--- config.mk ---
export PLATFORM = sky130hd
export DESIGN_NAME = maxpool_seq_ctrl_flat
export DESIGN_NICKNAME = d
export VERILOG_FILES = /design/src/rtl/maxpool_pkg.sv /design/src/rtl/maxpool_seq_ctrl_if.sv /design/src/rtl/maxpool_cmp_fold.sv /design/src/rtl/maxpool_seq_ctrl.sv /design/src/flat_wrapper.sv
export SDC_FILE = /design/constraint.sdc
export NUM_CORES = 1
export LEC_CHECK = 0
export BUFFER_PORTS_ARGS = -buffer_cell sky130_fd_sc_hd__buf_2
export CAP_MARGIN = 25
export CORE_ASPECT_RATIO = 0.9
export CORE_MARGIN = 1.5
export CORE_UTILIZATION = 35
export DETAILED_ROUTE_END_ITERATION = 16
export RECOVER_POWER = 25
export SKIP_CTS_REPAIR_TIMING = 1
export SLEW_MARGIN = 20
export SYNTH_ARGS = -nofsm -noshare
export SYNTH_HDL_FRONTEND = slang
export SYNTH_SLANG_ARGS = --single-unit
--- constraint.sdc ---
create_clock -name clk -period 9.4 [get_ports clk]
set_input_delay 0.94 -clock clk [delete_from_list [all_inputs] [get_ports clk]]
set_output_delay 0.94 -clock clk [all_outputs]
set_load 0.005 [all_outputs]
--- src/rtl/maxpool_pkg.sv ---
// Shared types and elaboration helpers for the 2x2 stride-2 max-pool controller.
package maxpool_pkg;

  localparam int STATE_W = 3;

  typedef enum logic [STATE_W-1:0] {
    IDLE = 3'd0,
    RD   = 3'd1,
    FOLD = 3'd2,
    WR   = 3'd3,
    DONE = 3'd4
  } state_e;

  // Output map dimensions for a given input width / height.
  function automatic int out_w(input int w);
    return w / 2;
  endfunction

  function automatic int out_h(input int h);
    return h / 2;
  endfunction

  // Smallest address width able to reach every element of a d x h x w map.
  function automatic int min_addr_bits(input longint d, input longint h, input longint w);
    return $clog2(d * h * w);
  endfunction

endpackage

--- src/rtl/maxpool_seq_ctrl_if.sv ---
// Launch handshake plus read/write memory ports of the max-pool controller.
interface maxpool_seq_ctrl_if #(
    parameter int ADDR_BITS = 16,
    parameter int DATA_BITS = 32
);
  // Handshakes: start is a one-cycle request taken only while idle; busy/done report
  // progress. Reads have no back-pressure (rd_data is valid the cycle after rd_en).
  // Writes are valid/ready: wr_en is valid, and wr_addr/wr_data stay fixed from the
  // first wr_en cycle until the cycle where wr_en && wr_ready, which is the transfer.
  logic                 start;
  logic [ADDR_BITS-1:0] in_base;
  logic [ADDR_BITS-1:0] out_base;
  logic                 busy;
  logic                 done;
  logic                 rd_en;
  logic [ADDR_BITS-1:0] rd_addr;
  logic [DATA_BITS-1:0] rd_data;
  logic                 wr_en;
  logic [ADDR_BITS-1:0] wr_addr;
  logic [DATA_BITS-1:0] wr_data;
  logic                 wr_ready;

  modport master (
    input  start, in_base, out_base, rd_data, wr_ready,
    output busy, done, rd_en, rd_addr, wr_en, wr_addr, wr_data
  );

  modport slave (
    output start, in_base, out_base, rd_data, wr_ready,
    input  busy, done, rd_en, rd_addr, wr_en, wr_addr, wr_data
  );

endinterface

--- src/rtl/maxpool_cmp_fold.sv ---
// Registered signed running maximum: load replaces, fold keeps the larger (ties keep).
module maxpool_cmp_fold #(
    parameter int DATA_BITS = 32
) (
    input  logic                        clk,
    input  logic                        rst_n,
    input  logic                        load,
    input  logic                        fold,
    input  logic signed [DATA_BITS-1:0] din,
    output logic signed [DATA_BITS-1:0] max_q
);

  always_ff @(posedge clk or negedge rst_n) begin
    if (!rst_n) begin
      max_q <= '0;
    end else if (load) begin
      max_q <= din;
    end else if (fold && (din > max_q)) begin
      max_q <= din;
    end
  end

endmodule

--- src/rtl/maxpool_seq_ctrl.sv ---
// 2x2 stride-2 max pooling over a D x H x W map, one window at a time through one comparator.
module maxpool_seq_ctrl
  import maxpool_pkg::*;
#(
    parameter int DATA_BITS = 32,
    parameter int D         = 1,
    parameter int W         = 46,
    parameter int H         = 46,
    parameter int ADDR_BITS = 16
) (
    input  logic                clk,
    input  logic                rst_n,
    maxpool_seq_ctrl_if.master  bus,
    output state_e              dbg_state
);

  localparam int OUT_W = out_w(W);
  localparam int OUT_H = out_h(H);
  localparam int CW    = (OUT_W > 1) ? $clog2(OUT_W) : 1;
  localparam int RW    = (OUT_H > 1) ? $clog2(OUT_H) : 1;
  localparam int DW    = (D > 1) ? $clog2(D) : 1;

  typedef logic [ADDR_BITS-1:0] addr_t;

  // Moving to the next window row skips the odd input row: +2 to finish the row, +W more.
  localparam addr_t COL_STEP = addr_t'(2);
  localparam addr_t ROW_STEP = addr_t'(W + 2);
  localparam addr_t OFF_B    = addr_t'(1);
  localparam addr_t OFF_C    = addr_t'(W);
  localparam addr_t OFF_D    = addr_t'(W + 1);

  if (((W % 2) != 0) || ((H % 2) != 0)) begin : g_bad_dims
    $error("maxpool_seq_ctrl: W and H must both be even");
  end
  if (min_addr_bits(longint'(D), longint'(H), longint'(W)) > ADDR_BITS) begin : g_bad_addr
    $error("maxpool_seq_ctrl: ADDR_BITS too small for D*H*W");
  end

  state_e          state, state_n;
  logic            armed;
  logic [1:0]      rd_cnt;
  logic [CW-1:0]   c_cnt;
  logic [RW-1:0]   r_cnt;
  logic [DW-1:0]   ch_cnt;
  addr_t           in_win;
  addr_t           out_win;
  addr_t           rd_addr_c;
  logic            c_last, r_last, ch_last, last_win;
  logic            take_start;
  logic            cmp_load, cmp_fold;
  logic [DATA_BITS-1:0] max_q;

  assign c_last     = (c_cnt == CW'(OUT_W - 1));
  assign r_last     = (r_cnt == RW'(OUT_H - 1));
  assign ch_last    = (ch_cnt == DW'(D - 1));
  assign last_win   = c_last && r_last && ch_last;
  // armed blocks a start sampled on the first edge after reset release.
  assign take_start = armed && bus.start;

  always_ff @(posedge clk or negedge rst_n) begin
    if (!rst_n) begin
      state <= IDLE;
    end else begin
      state <= state_n;
    end
  end

  always_comb begin
    state_n = state;
    unique case (state)
      IDLE:    if (take_start) state_n = RD;
      RD:      if (rd_cnt == 2'd3) state_n = FOLD;
      FOLD:    state_n = WR;
      WR:      if (bus.wr_ready) state_n = last_win ? DONE : RD;
      DONE:    state_n = IDLE;
      default: state_n = IDLE;
    endcase
  end

  always_ff @(posedge clk or negedge rst_n) begin
    if (!rst_n) begin
      armed   <= 1'b0;
      rd_cnt  <= 2'd0;
      c_cnt   <= '0;
      r_cnt   <= '0;
      ch_cnt  <= '0;
      in_win  <= '0;
      out_win <= '0;
    end else begin
      armed <= 1'b1;
      unique case (state)
        IDLE: begin
          if (take_start) begin
            in_win  <= bus.in_base;
            out_win <= bus.out_base;
            rd_cnt  <= 2'd0;
            c_cnt   <= '0;
            r_cnt   <= '0;
            ch_cnt  <= '0;
          end
        end
        RD: rd_cnt <= rd_cnt + 2'd1;
        WR: begin
          if (bus.wr_ready && !last_win) begin
            out_win <= out_win + addr_t'(1);
            if (c_last) begin
              c_cnt  <= '0;
              in_win <= in_win + ROW_STEP;
              if (r_last) begin
                r_cnt  <= '0;
                ch_cnt <= ch_cnt + DW'(1);
              end else begin
                r_cnt <= r_cnt + RW'(1);
              end
            end else begin
              c_cnt  <= c_cnt + CW'(1);
              in_win <= in_win + COL_STEP;
            end
          end
        end
        default: ;
      endcase
    end
  end

  always_comb begin
    rd_addr_c = in_win;
    unique case (rd_cnt)
      2'd0: rd_addr_c = in_win;
      2'd1: rd_addr_c = in_win + OFF_B;
      2'd2: rd_addr_c = in_win + OFF_C;
      2'd3: rd_addr_c = in_win + OFF_D;
      default: rd_addr_c = in_win;
    endcase
  end

  // Read data lags its address by one cycle: A lands on rd_cnt 1, D lands in FOLD.
  assign cmp_load = (state == RD) && (rd_cnt == 2'd1);
  assign cmp_fold = ((state == RD) && rd_cnt[1]) || (state == FOLD);

  maxpool_cmp_fold #(.DATA_BITS(DATA_BITS)) u_cmp (
      .clk   (clk),
      .rst_n (rst_n),
      .load  (cmp_load),
      .fold  (cmp_fold),
      .din   (bus.rd_data),
      .max_q (max_q)
  );

  assign bus.busy    = (state == RD) || (state == FOLD) || (state == WR);
  assign bus.done    = (state == DONE);
  assign bus.rd_en   = (state == RD);
  assign bus.rd_addr = (state == RD) ? rd_addr_c : '0;
  assign bus.wr_en   = (state == WR);
  assign bus.wr_addr = out_win;
  assign bus.wr_data = max_q;
  assign dbg_state   = state;

endmodule

--- src/flat_wrapper.sv ---
// flat-port wrapper written by rule: the top's interface ports become plain ports
module maxpool_seq_ctrl_flat import maxpool_pkg::*;
#(
    parameter int DATA_BITS = 32,
    parameter int D         = 1,
    parameter int W         = 46,
    parameter int H         = 46,
    parameter int ADDR_BITS = 16
)
  (clk, rst_n, dbg_state, bus_start, bus_in_base, bus_out_base, bus_rd_data, bus_wr_ready, bus_busy, bus_done, bus_rd_en, bus_rd_addr, bus_wr_en, bus_wr_addr, bus_wr_data);
  maxpool_seq_ctrl_if #(.ADDR_BITS(ADDR_BITS), .DATA_BITS(DATA_BITS)) bus_i ();
  input  logic clk;
  input  logic rst_n;
  output state_e dbg_state;
  input wire logic [$bits(bus_i.start)-1:0] bus_start;
  input wire logic [$bits(bus_i.in_base)-1:0] bus_in_base;
  input wire logic [$bits(bus_i.out_base)-1:0] bus_out_base;
  input wire logic [$bits(bus_i.rd_data)-1:0] bus_rd_data;
  input wire logic [$bits(bus_i.wr_ready)-1:0] bus_wr_ready;
  output wire logic [$bits(bus_i.busy)-1:0] bus_busy;
  output wire logic [$bits(bus_i.done)-1:0] bus_done;
  output wire logic [$bits(bus_i.rd_en)-1:0] bus_rd_en;
  output wire logic [$bits(bus_i.rd_addr)-1:0] bus_rd_addr;
  output wire logic [$bits(bus_i.wr_en)-1:0] bus_wr_en;
  output wire logic [$bits(bus_i.wr_addr)-1:0] bus_wr_addr;
  output wire logic [$bits(bus_i.wr_data)-1:0] bus_wr_data;
  assign bus_i.start = bus_start;
  assign bus_i.in_base = bus_in_base;
  assign bus_i.out_base = bus_out_base;
  assign bus_i.rd_data = bus_rd_data;
  assign bus_i.wr_ready = bus_wr_ready;
  assign bus_busy = bus_i.busy;
  assign bus_done = bus_i.done;
  assign bus_rd_en = bus_i.rd_en;
  assign bus_rd_addr = bus_i.rd_addr;
  assign bus_wr_en = bus_i.wr_en;
  assign bus_wr_addr = bus_i.wr_addr;
  assign bus_wr_data = bus_i.wr_data;
  maxpool_seq_ctrl #(.DATA_BITS(DATA_BITS), .D(D), .W(W), .H(H), .ADDR_BITS(ADDR_BITS)) u_core (.clk(clk), .rst_n(rst_n), .bus(bus_i), .dbg_state(dbg_state));
endmodule
# Yosys cells after proc, flatten, opt, wreduce, memory -nomap -nowiden
# Index checks and enable logic that the tools add are counted.
# W data, S select, Z words.
[totals]
reg_bits = 81
output_inout_bits = 71
wordCells = 88
[classes]
add_sub_neg = 10
magnitude_cmp = 1
n_eq_ne = 15
mux = 31
n_bitwise = 1
reduce_logical = 21
[op_table]
columns = ["operator", "count"]
rows = [
  ["$mux W16", 6],
  ["$mux W32", 2],
  ["$pmux W16 S2", 2],
  ["$pmux W16 S4", 1],
  ["$add A16 B6 Y16 const B", 3],
  ["$add A16 B1 Y16 const B", 2],
  ["$gt A32 B32 Y1", 1],
  ["$mux W5", 6],
  ["$pmux W5 S2", 2],
  ["$add A16 B2 Y16 const B", 1],
  ["$mux W3", 4],
  ["$pmux W3 S4", 1],
  ["$add A5 B1 Y5 const B", 2],
  ["$eq A5 B5 Y1 const B", 2],
  ["$ne A2 B1 Y1 const B", 5],
  ["$logic_and A1 B1 Y1", 7],
  ["$eq A3 B2 Y1 const B", 2],
  ["$reduce_and A3 Y1", 2],
  ["$reduce_bool A2 Y1", 3],
  ["$reduce_and A5 Y1", 1],
  ["$eq A2 B2 Y1 const B", 2],
  ["$mux W1", 4],
  ["$pmux W2 S2", 1],
  ["$reduce_and A4 Y1", 1],
  ["other kinds (14)", 16],
]

# Depth between registers and ports, before layout
# Gate-level depths: netlist of run 1.
[depth]
depth_word = 7
depth_mapped = 11
ltp_nobuf = 9

# Modules after synthesis
# Synthesis of run 1 repeated with hierarchy kept, for this count alone.
[unflattened]
cells_unflattened = 719
hier_area_um2 = 6251.0
[modules_own_cells]
columns = ["module", "n_inst", "cells_per_inst", "area_each_um2"]
rows = [
  ["maxpool_seq_ctrl", 1, 536, 4229.1],
  ["maxpool_cmp_fold", 1, 183, 2021.9],
]

# Least setup slack after synthesis of run 1
# Ideal clock, no wire load.
[synth_timing]
kind = "flip-flop to output port"
start = "reg u_core.rd_cnt[0]"
end = "out bus_rd_addr[12]"
arrival_ns = 2.827
t_required_ns = 8.460
path_slack_ns = 5.633
stages_incl_launch_ff = 12
n_path_buf = 2
cell_sequence = "dfrtp_1 ha_1 clkbuf_1 clkbuf_1 xor2_1 ha_1 a21boi_0 o22ai_1 nor4b_1 a211oi_2 o311ai_0 a31oi_1"
[synth_via]
elab_chain_len = 3
elab_cells_between_ends = 6
cone_classes = "3 x eq/ne; 2 x mux; 1 x reduce/logical"
[synth_rtl]
columns = ["element", "line_no", "text"]
rows = [
  ["start, declared", "maxpool_seq_ctrl.sv:41", "logic [1:0] rd_cnt;"],
  ["start signal, assigned", "maxpool_seq_ctrl.sv:102", "RD: rd_cnt <= rd_cnt + 2'd1;"],
  ["$eq A2 B2 Y1 (tied with other cells)", "maxpool_seq_ctrl.sv:128", "unique case (rd_cnt)"],
  ["$pmux W16 S4 (*)", "maxpool_seq_ctrl.sv:128", ""],
  ["$mux W16 (*)", "maxpool_seq_ctrl.sv:153", "assign bus.rd_addr = (state == RD) ? rd_addr_c : '0;"],
  ["end, declared", "flat_wrapper.sv:23", "output wire logic [$bits(bus_i.rd_addr)-1:0] bus_rd_addr;"],
]
# Mark *: on every way between the ends. The rest lies on a longest branch, timed or not.

# Final worst setup path of run 1
# Ends and elaborated chain as after synthesis.

==> reports/summary.json, run 1 <==
{
  "run_status": "complete, but fails checks",
  "violations": "capacitance limit, slew limit",
  "grt_pass1_vias": 5329,
  "dieWidth_microns": 142,
  "cpLargestDelayFamily": "compound AO/OA/AOI/OAI gates",
  "maxSlewHeadroom": -1.07,
  "gp_congestion": 0.856,
  "cp_most_frequent_cell": "ha_1",
  "fill_cells": 1727,
  "cts-htree-levels": 3,
  "min-delay-start": "u_core.ch_cnt",
  "peak_clock_frequency_supported_by_timing_ghz": 0.218,
  "all_layer_gr_usage": 0.186,
  "min_period_over_period": 0.488,
  "finalWorstSetupSlack_ns": 4.82,
  "worst_r2r_path_depth": 7,
  "avgRoutedWirePerCell_microns": 16.1,
  "design.final.nets": 937,
  "whs_path_depth": 2,
  "leakagePower_nw": 3.28,
  "max_stage_delay_ns": 0.64,
  "route.antenna.remaining_nets": 0,
  "async_flop_share": 1.00,
  "fin_crit_ns": 4.58,
  "hold_viol": 0,
  "timing.hold.worst_endpoint": "u_core.ch_cnt",
  "placementRows": 45,
  "synthFlopType": "dfrtp_1",
  "cts_tree": "built",
  "chain_of_cells_forming_the_critical_path": "ha_1 > xor2_1 > ha_1 > a21boi_0 > o22ai_1 > nor4b_1 > a211oi_2 > o311ai_0 > a31oi_1 > buf_2",
  "clock_latency_ns": 0.34,
  "crit-reg2reg-launch": "u_core.dbg_state[0]",
  "startpoint_type": "flip-flop",
  "drive_above_1_share": 0.243,
  "synth.cell_area_sq_um": 6050,
  "areaGrowthSynthToFinish_pct": 18.5,
  "detailedPlacementHpwl_mm": 12.0,
  "post_synth_inst_count": 711,
  "syn-num-nets": 827,
  "detail_route.iter0.violations": 428,
  "timing.critical_path.required_ns": 8.46,
  "worstPathArrival_ns": 3.64,
  "critical_path_class": "reg2out",
  "power.density_nw_per_um2": 342,
  "path_buf_inv": 1,
  "route.vias.total": 5838,
  "initial_core_util": 0.358,
  "first_pass_iters": 5,
  "total_grt_overflow": 0,
  "vdd_ir_drop_max_uv": 143,
  "io_buffer_count": 138,
  "fin_skew_ns": 0.0120,
  "setup_repair_after_global_routing_missed_its_margin": "false",
  "max-cap-violations": 2,
  "edff_count_synth": 0,
  "finalMaxSlewViolations": 84,
  "die_y_microns": 128,
  "hp-class": "reg2reg",
  "viasPerCell": 5.63,
  "ctsLongestPathBuffers": 2,
  "post-place-ws_ns": 5.33,
  "setup_total_negative_slack_ns": 0,
  "average_size_of_a_mapped_cell_sq_um": 8.51,
  "slowest_stage": "ha_1",
  "number_of_antenna_violations_at_the_first_check_in_global_routing": 2,
  "route.detailed.drc": 0,
  "r2r_slack_ns": 6.25,
  "critical_path.endpoint_type": "primary output",
  "core_area_sq_um": 16900,
  "cts_root_buffer": "clkbuf_16",
  "synth.ff_latch_count": 81,
  "worstMarginPinSlew_ns": 3.10,
  "clock_buffers_created_by_tritoncts": 9,
  "grt_max_degree": 56,
  "seq_area_frac_synth": 0.335,
  "wl_mm": 16.7,
  "number_of_antenna_cells_inserted": 0,
  "io_pins": 139,
  "grt_first_pass_wirelength_mm": 27.2,
  "power_w": 0.00245,
  "design.die.area_sq_um": 18100,
  "ys_types": 76,
  "worst_setup_hold_path_clk_slew_ns": 0.06,
  "synthesis.yosys.warnings": 0,
  "setup_violations": 0,
  "worstPathMaxFanout": 20,
  "worst_r2r_end": "u_core.u_cmp.max_q[31]",
  "cts_sink_cnt": 81
}
-- cell type report --
type                            count  area (sq um)  share of cell area
Clock buffer                       11           243              0.0338
Clock inverter                      5          61.3             0.00855
Inverter                           47           176              0.0246
Multi-Input combinational cell    538          3660               0.511
Sequential cell                    81          2030               0.283
Tap cell                          211           264              0.0368
Timing Repair Buffer              144           738               0.103
-- through the flow --
| step | util | hold WS [ns] | cells | area [sq um] |
|---|---|---|---|---|
| finish | 0.425 | 0.499 | 1037 | 7170 |
| global route | 0.425 | 0.533 | 1037 | 7170 |
| CTS | 0.424 | 0.503 | 1036 | 7170 |
| detailed placement | 0.406 | 0.487 | 1020 | 6860 |
| global placement | 0.406 | 0.485 | 1020 | 6860 |
| floorplan | - | 0.458 | 711 | 6050 |
-- placed cells by master, fill, tap and decap left out, types with 13 or more instances in the layout --
| cell type | instances |
|---|---|
| nand4_1 | 16 |
| dfrtp_1 | 81 |
| mux2_2 | 32 |
| a21oi_1 | 76 |
| inv_1 | 46 |
| buf_2 | 137 |
| nand3_1 | 29 |
| o21ai_0 | 58 |
| and3_1 | 13 |
| nand2_1 | 62 |
| nor2_1 | 30 |
| nor3_1 | 14 |
| ha_1 | 48 |
-- worst min-delay path, stage by stage, from the launching register on --
cell     delay, ns
dfrtp_1       0.38
inv_1         0.05
a31oi_1       0.03
-- flip-flops by register name, indices dropped and copies added (netlist names) --
| register | count |
|---|---|
| u_core.r_cnt | 5 |
| u_core.armed | 1 |
| u_core.rd_cnt | 2 |
| u_core.dbg_state | 3 |
| u_core.c_cnt | 5 |
| u_core.in_win | 16 |
| u_core.ch_cnt | 1 |
| u_core.u_cmp.max_q | 32 |
| u_core.bus.wr_addr | 16 |
-- worst max-delay path by stage --
stage | startpoint | endpoint | cells after the start
after global routing | rst_n | u_core.in_win[9] | 2
after CTS | u_core.rd_cnt[0] | bus_rd_addr[12] | 10
after global placement | u_core.rd_cnt[0] | bus_rd_addr[12] | 10
final | u_core.rd_cnt[0] | bus_rd_addr[12] | 10
after floorplan | u_core.rd_cnt[0] | bus_rd_addr[12] | 11
after detailed placement | u_core.rd_cnt[0] | bus_rd_addr[12] | 10
-- synthesized netlist by cell type (3+ instances only) --
cell type,n,area [sq um]
a211oi_1,4,30.0
a21boi_0,5,37.5
a21o_1,7,52.6
a21oi_1,76,380
a22oi_1,7,52.6
a2bb2oi_1,3,26.3
a31oi_1,8,50.1
a32oi_1,3,26.3
and2_1,5,31.3
and3_1,13,81.3
buf_2,8,40.0
buf_4,3,22.5
clkbuf_1,31,116
dfrtp_1,81,2030
ha_1,48,601
inv_1,46,173
mux2_1,3,33.8
mux2_2,32,360
mux2i_1,4,40.0
nand2_1,62,233
nand2b_1,8,50.1
nand3_1,29,145
nand4_1,16,100
nand4b_1,3,26.3
nor2_1,30,113
nor2b_1,7,43.8
nor3_1,14,70.1
nor4_1,6,37.5
nor4b_1,3,26.3
o211ai_1,3,22.5
o21a_1,7,52.6
o21ai_0,58,290
o22ai_1,12,75.1
o31ai_1,7,52.6
or3_1,4,25.0
or4_1,3,22.5
xnor2_1,3,26.3
xor2_1,3,26.3
-- power by group --
part	internal [W]	switching [W]
clock	0.000215	0.000152
combinational	0.000618	0.000749
sequential	0.000505	0.000213
total	0.00134	0.00111
-- metal layers --
metal	up-vias	track usage	part of all wire
li1	2845	-	-
met1	2732	0.263	0.49
met2	231	0.286	0.43
met3	26	0.0456	0.070
met4	4	0.0418	0.012
met5	-	0	0.0016
-- cell families after synthesis --
logic type	Yosys count	share of synthesized area
mux	39	0.0717
xor+xnor	6	0.00868
compound gates	230	0.237
other cells	1	0.000620
buf+inv	92	0.0620
simple gates	214	0.186
flops	81	0.335
fa+ha+maj	48	0.0992
No activity file was read; power rests on OpenSTA's default activity.
==> inputs of run 2 (changes only) <==
Clock period 9.4 ns to 3.7 ns, I/O delays scaled along.
==> run 2 against run 1 <==
The run still ends with capacitance limit, slew limit left. Clock skew shrank 0.0024 ns. Combinational power grew to 2.6 times the previous value. Sequential power grew to 2.5 times the previous value. Setup slack lost 4.6 ns. Cell count grew 0.29%. Routed wire length is essentially flat. Critical path depth is the same. Design area grew 0.99%. Critical endpoint is now bus_rd_addr[6]. Largest power group unchanged.
==> reports/summary.json, run 2 (synthesized netlist as in run 1, its figures left out) <==
{
  "areaGrowthSynthToFinish": {"value": 19.7, "unit": "%", "change": "was 18.5%"},
  "io_buffer_count": {"value": 138, "change": "unchanged"},
  "timing.critical_path.required": {"value": 3.33, "unit": "ns", "change": "was 8.46 ns"},
  "drive_above_1_share": {"value": 0.252, "change": "was 0.243"},
  "clock_buffers_created_by_tritoncts": {"value": 9, "change": "unchanged"},
  "first_pass_iters": {"value": 5, "change": "unchanged"},
  "cts_tree": {"value": "built", "change": "unchanged"},
  "fin_skew": {"value": 0.00958, "unit": "ns", "change": "was 0.0120 ns"},
  "design.die.area": {"value": 18100, "unit": "sq um", "change": "unchanged"},
  "worstMarginPinSlew": {"value": 1.65, "unit": "ns", "change": "was 3.10 ns"},
  "core_area": {"value": 16900, "unit": "sq um", "change": "unchanged"},
  "violations": {"value": "capacitance limit, slew limit", "change": "unchanged"},
  "number_of_flip_flops_in_the_largest_register": {"value": 32, "change": "unchanged"},
  "design.final.nets": {"value": 943, "change": "was 937"},
  "setup_violations": {"value": 0, "change": "unchanged"},
  "max-cap-violations": {"value": 1, "change": "was 2"},
  "fill_cells": {"value": 1717, "change": "was 1,727"},
  "worst_setup_path_endpoint": {"value": "bus_rd_addr[6]", "change": "was bus_rd_addr[12]"},
  "power.density": {"value": 878, "unit": "nW/um^2", "change": "was 342 nW/um^2"},
  "fin_crit_ns": 3.45,
  "critical_path.endpoint_type": {"value": "primary output", "change": "unchanged"},
  "route.antenna.remaining_nets": {"value": 0, "change": "unchanged"},
  "r2r_slack": {"value": 0.72, "unit": "ns", "change": "was 6.25 ns"},
  "gp_congestion": {"value": 0.831, "change": "was 0.856"},
  "leakagePower": {"value": 3.32, "unit": "nW", "change": "was 3.28 nW"},
  "maxSlewHeadroom": {"value": -0.0988, "change": "was -1.07"},
  "power": {"value": 0.00636, "unit": "W", "change": "was 0.00245 W"},
  "grt_max_degree": {"value": 63, "change": "was 56"},
  "min_period_over_period": 0.932,
  "wl": {"value": 16.7, "unit": "mm", "change": "about the same"},
  "clock_latency": {"value": 0.34, "unit": "ns", "change": "about the same"},
  "die_y": {"value": 128, "unit": "microns", "change": "unchanged"},
  "io_pins": {"value": 139, "change": "unchanged"},
  "critical_path_class": {"value": "reg2out", "change": "unchanged"},
  "run_status": {"value": "complete, but fails checks", "change": "unchanged"},
  "cts_root_buffer": {"value": "clkbuf_16", "change": "unchanged"},
  "route.detailed.drc": {"value": 0, "change": "unchanged"},
  "peak_clock_frequency_supported_by_timing_ghz": 0.290,
  "finalMaxSlewViolations": {"value": 63, "change": "was 84"},
  "number_of_antenna_violations_at_the_first_check_in_global_routing": {"value": 2, "change": "unchanged"},
  "grt_pass1_vias": {"value": 5297, "change": "was 5,329"},
  "largest-register": {"value": "u_core.u_cmp.max_q", "change": "unchanged"},
  "route.vias.total": {"value": 5747, "change": "was 5,838"},
  "ctsLongestPathBuffers": {"value": 2, "change": "unchanged"},
  "viasPerCell": {"value": 5.53, "change": "was 5.63"},
  "placementRows": {"value": 45, "change": "unchanged"},
  "cts-htree-levels": {"value": 3, "change": "unchanged"},
  "dieWidth": {"value": 142, "unit": "microns", "change": "unchanged"},
  "worst_r2r_path_depth": {"value": 9, "change": "was 7"},
  "worst_r2r_end": {"value": "u_core.u_cmp.max_q[15]", "change": "was u_core.u_cmp.max_q[31]"},
  "worst_setup_hold_path_clk_slew": {"value": 0.06, "unit": "ns", "change": "about the same"},
  "hp-class": {"value": "in2reg", "change": "was reg2reg"},
  "avgRoutedWirePerCell": {"value": 16.1, "unit": "microns", "change": "about the same"},
  "stdcell_area": {"value": 7240, "unit": "sq um", "change": "was 7170 sq um"},
  "worst_setup_path_startpoint": {"value": "u_core.rd_cnt[0]", "change": "unchanged"},
  "worstPathMaxFanout": {"value": 7, "change": "was 20"},
  "hold_viol": {"value": 0, "change": "unchanged"},
  "initial_core_util": {"value": 0.358, "change": "unchanged"},
  "fin_util": {"value": 0.429, "change": "was 0.425"},
  "all_layer_gr_usage": {"value": 0.187, "change": "was 0.186"},
  "sequential_cell_area": {"value": 2030, "unit": "sq um", "change": "unchanged"},
  "grt_first_pass_wirelength": {"value": 27.2, "unit": "mm", "change": "about the same"},
  "layoutNonFillerInstCount": {"value": 1040, "change": "was 1,037"},
  "crit-reg2reg-launch": {"value": "u_core.u_cmp.max_q[1]", "change": "was u_core.dbg_state[0]"},
  "number_of_antenna_cells_inserted": {"value": 0, "change": "unchanged"},
  "multi_input_comb_area": {"value": 3680, "unit": "sq um", "change": "was 3660 sq um"},
  "total_grt_overflow": {"value": 0, "change": "unchanged"},
  "startpoint_type": {"value": "flip-flop", "change": "unchanged"},
  "layout_common_cells": {"value": "buf_2 (137), dfrtp_1 (81), a21oi_1 (76)", "change": "unchanged"},
  "detailedPlacementHpwl": {"value": 12.1, "unit": "mm", "change": "was 12.0 mm"},
  "detail_route.iter0.violations": {"value": 353, "change": "was 428"},
  "vdd_ir_drop_max": {"value": 354, "unit": "uV", "change": "was 143 uV"},
  "worstPathArrival": {"value": 3.08, "unit": "ns", "change": "was 3.64 ns"},
  "layout_commonest_cell": {"value": "buf_2", "change": "unchanged"},
  "detailed_place.area": {"value": 6910, "unit": "sq um", "change": "was 6860 sq um"},
  "cts_sink_cnt": {"value": 81, "change": "unchanged"},
  "dpl.cell_count": {"value": 1027, "change": "was 1,020"}
}
[run 2: cell count changes in the layout (fill, tap and decap cells not counted), sizes merged]
cell    change
buf         +7
clkbuf      -3
bufinv      +2
inv         -2
clkinv      -1
[run 2: metal layers]
metal,share of wire,global-route usage,wire [microns]
met1,0.51,0.270,8470
met2,0.42,0.284,7050
met3,0.061,0.0437,1020
met4,0.0084,0.0418,141
met5,0.0016,0,27
[run 2: per-stage QoR]
step	setup TNS [ns]	hold slack (ns)	worst slack (ns)
4_1_cts	0	0.164	0.233
6_report	0	0.254	0.252
5_1_grt	-0.00263	0.249	-0.00263
3_3_place_gp	0	0.484	0.627
3_5_place_dp	0	0.485	0.644
2_1_floorplan	0	0.0744	0.503
[run 2: worst min path at each step]
stage,start,end,slack [ns],depth (start not counted)
2_1_floorplan,rst_n,u_core.armed,0.07,0
3_3_place_gp,u_core.ch_cnt,u_core.ch_cnt,0.48,2
3_5_place_dp,u_core.ch_cnt,u_core.ch_cnt,0.49,2
4_1_cts,rst_n,u_core.u_cmp.max_q[20],0.16,1
5_1_grt,bus_in_base[0],u_core.in_win[0],0.25,2
6_report,bus_out_base[0],u_core.bus.wr_addr[0],0.25,3
[run 2: area by class of cell]
cell class | instances | share of cell area
clock buffer | 9 | 0.0311
clock inverter | 4 | 0.0131
inverter | 47 | 0.0244
multi-input combinational | 538 | 0.507
sequential | 81 | 0.280
tap | 211 | 0.0364
timing repair buffer | 150 | 0.108
[run 2: power breakdown]
part	switching (W)	internal, W	total, W	leakage (nW)
combinational	0.00193	0.00160	0.00353	2.20
sequential	0.000541	0.00129	0.00183	0.967
clock	0.000352	0.000647	0.000999	0.157
total	0.00282	0.00353	0.00636	3.32
[run 2: critical path, cell delays in order, from the launching register on]
cell and delay (ns):
dfrtp_1 0.46, ha_1 0.26, xor2_1 0.15, ha_1 0.23
or3_1 0.33, a21oi_2 0.27, nor3_1 0.14, a2111oi_2 0.43
o21ai_0 0.16, a21oi_1 0.17, buf_2 0.13
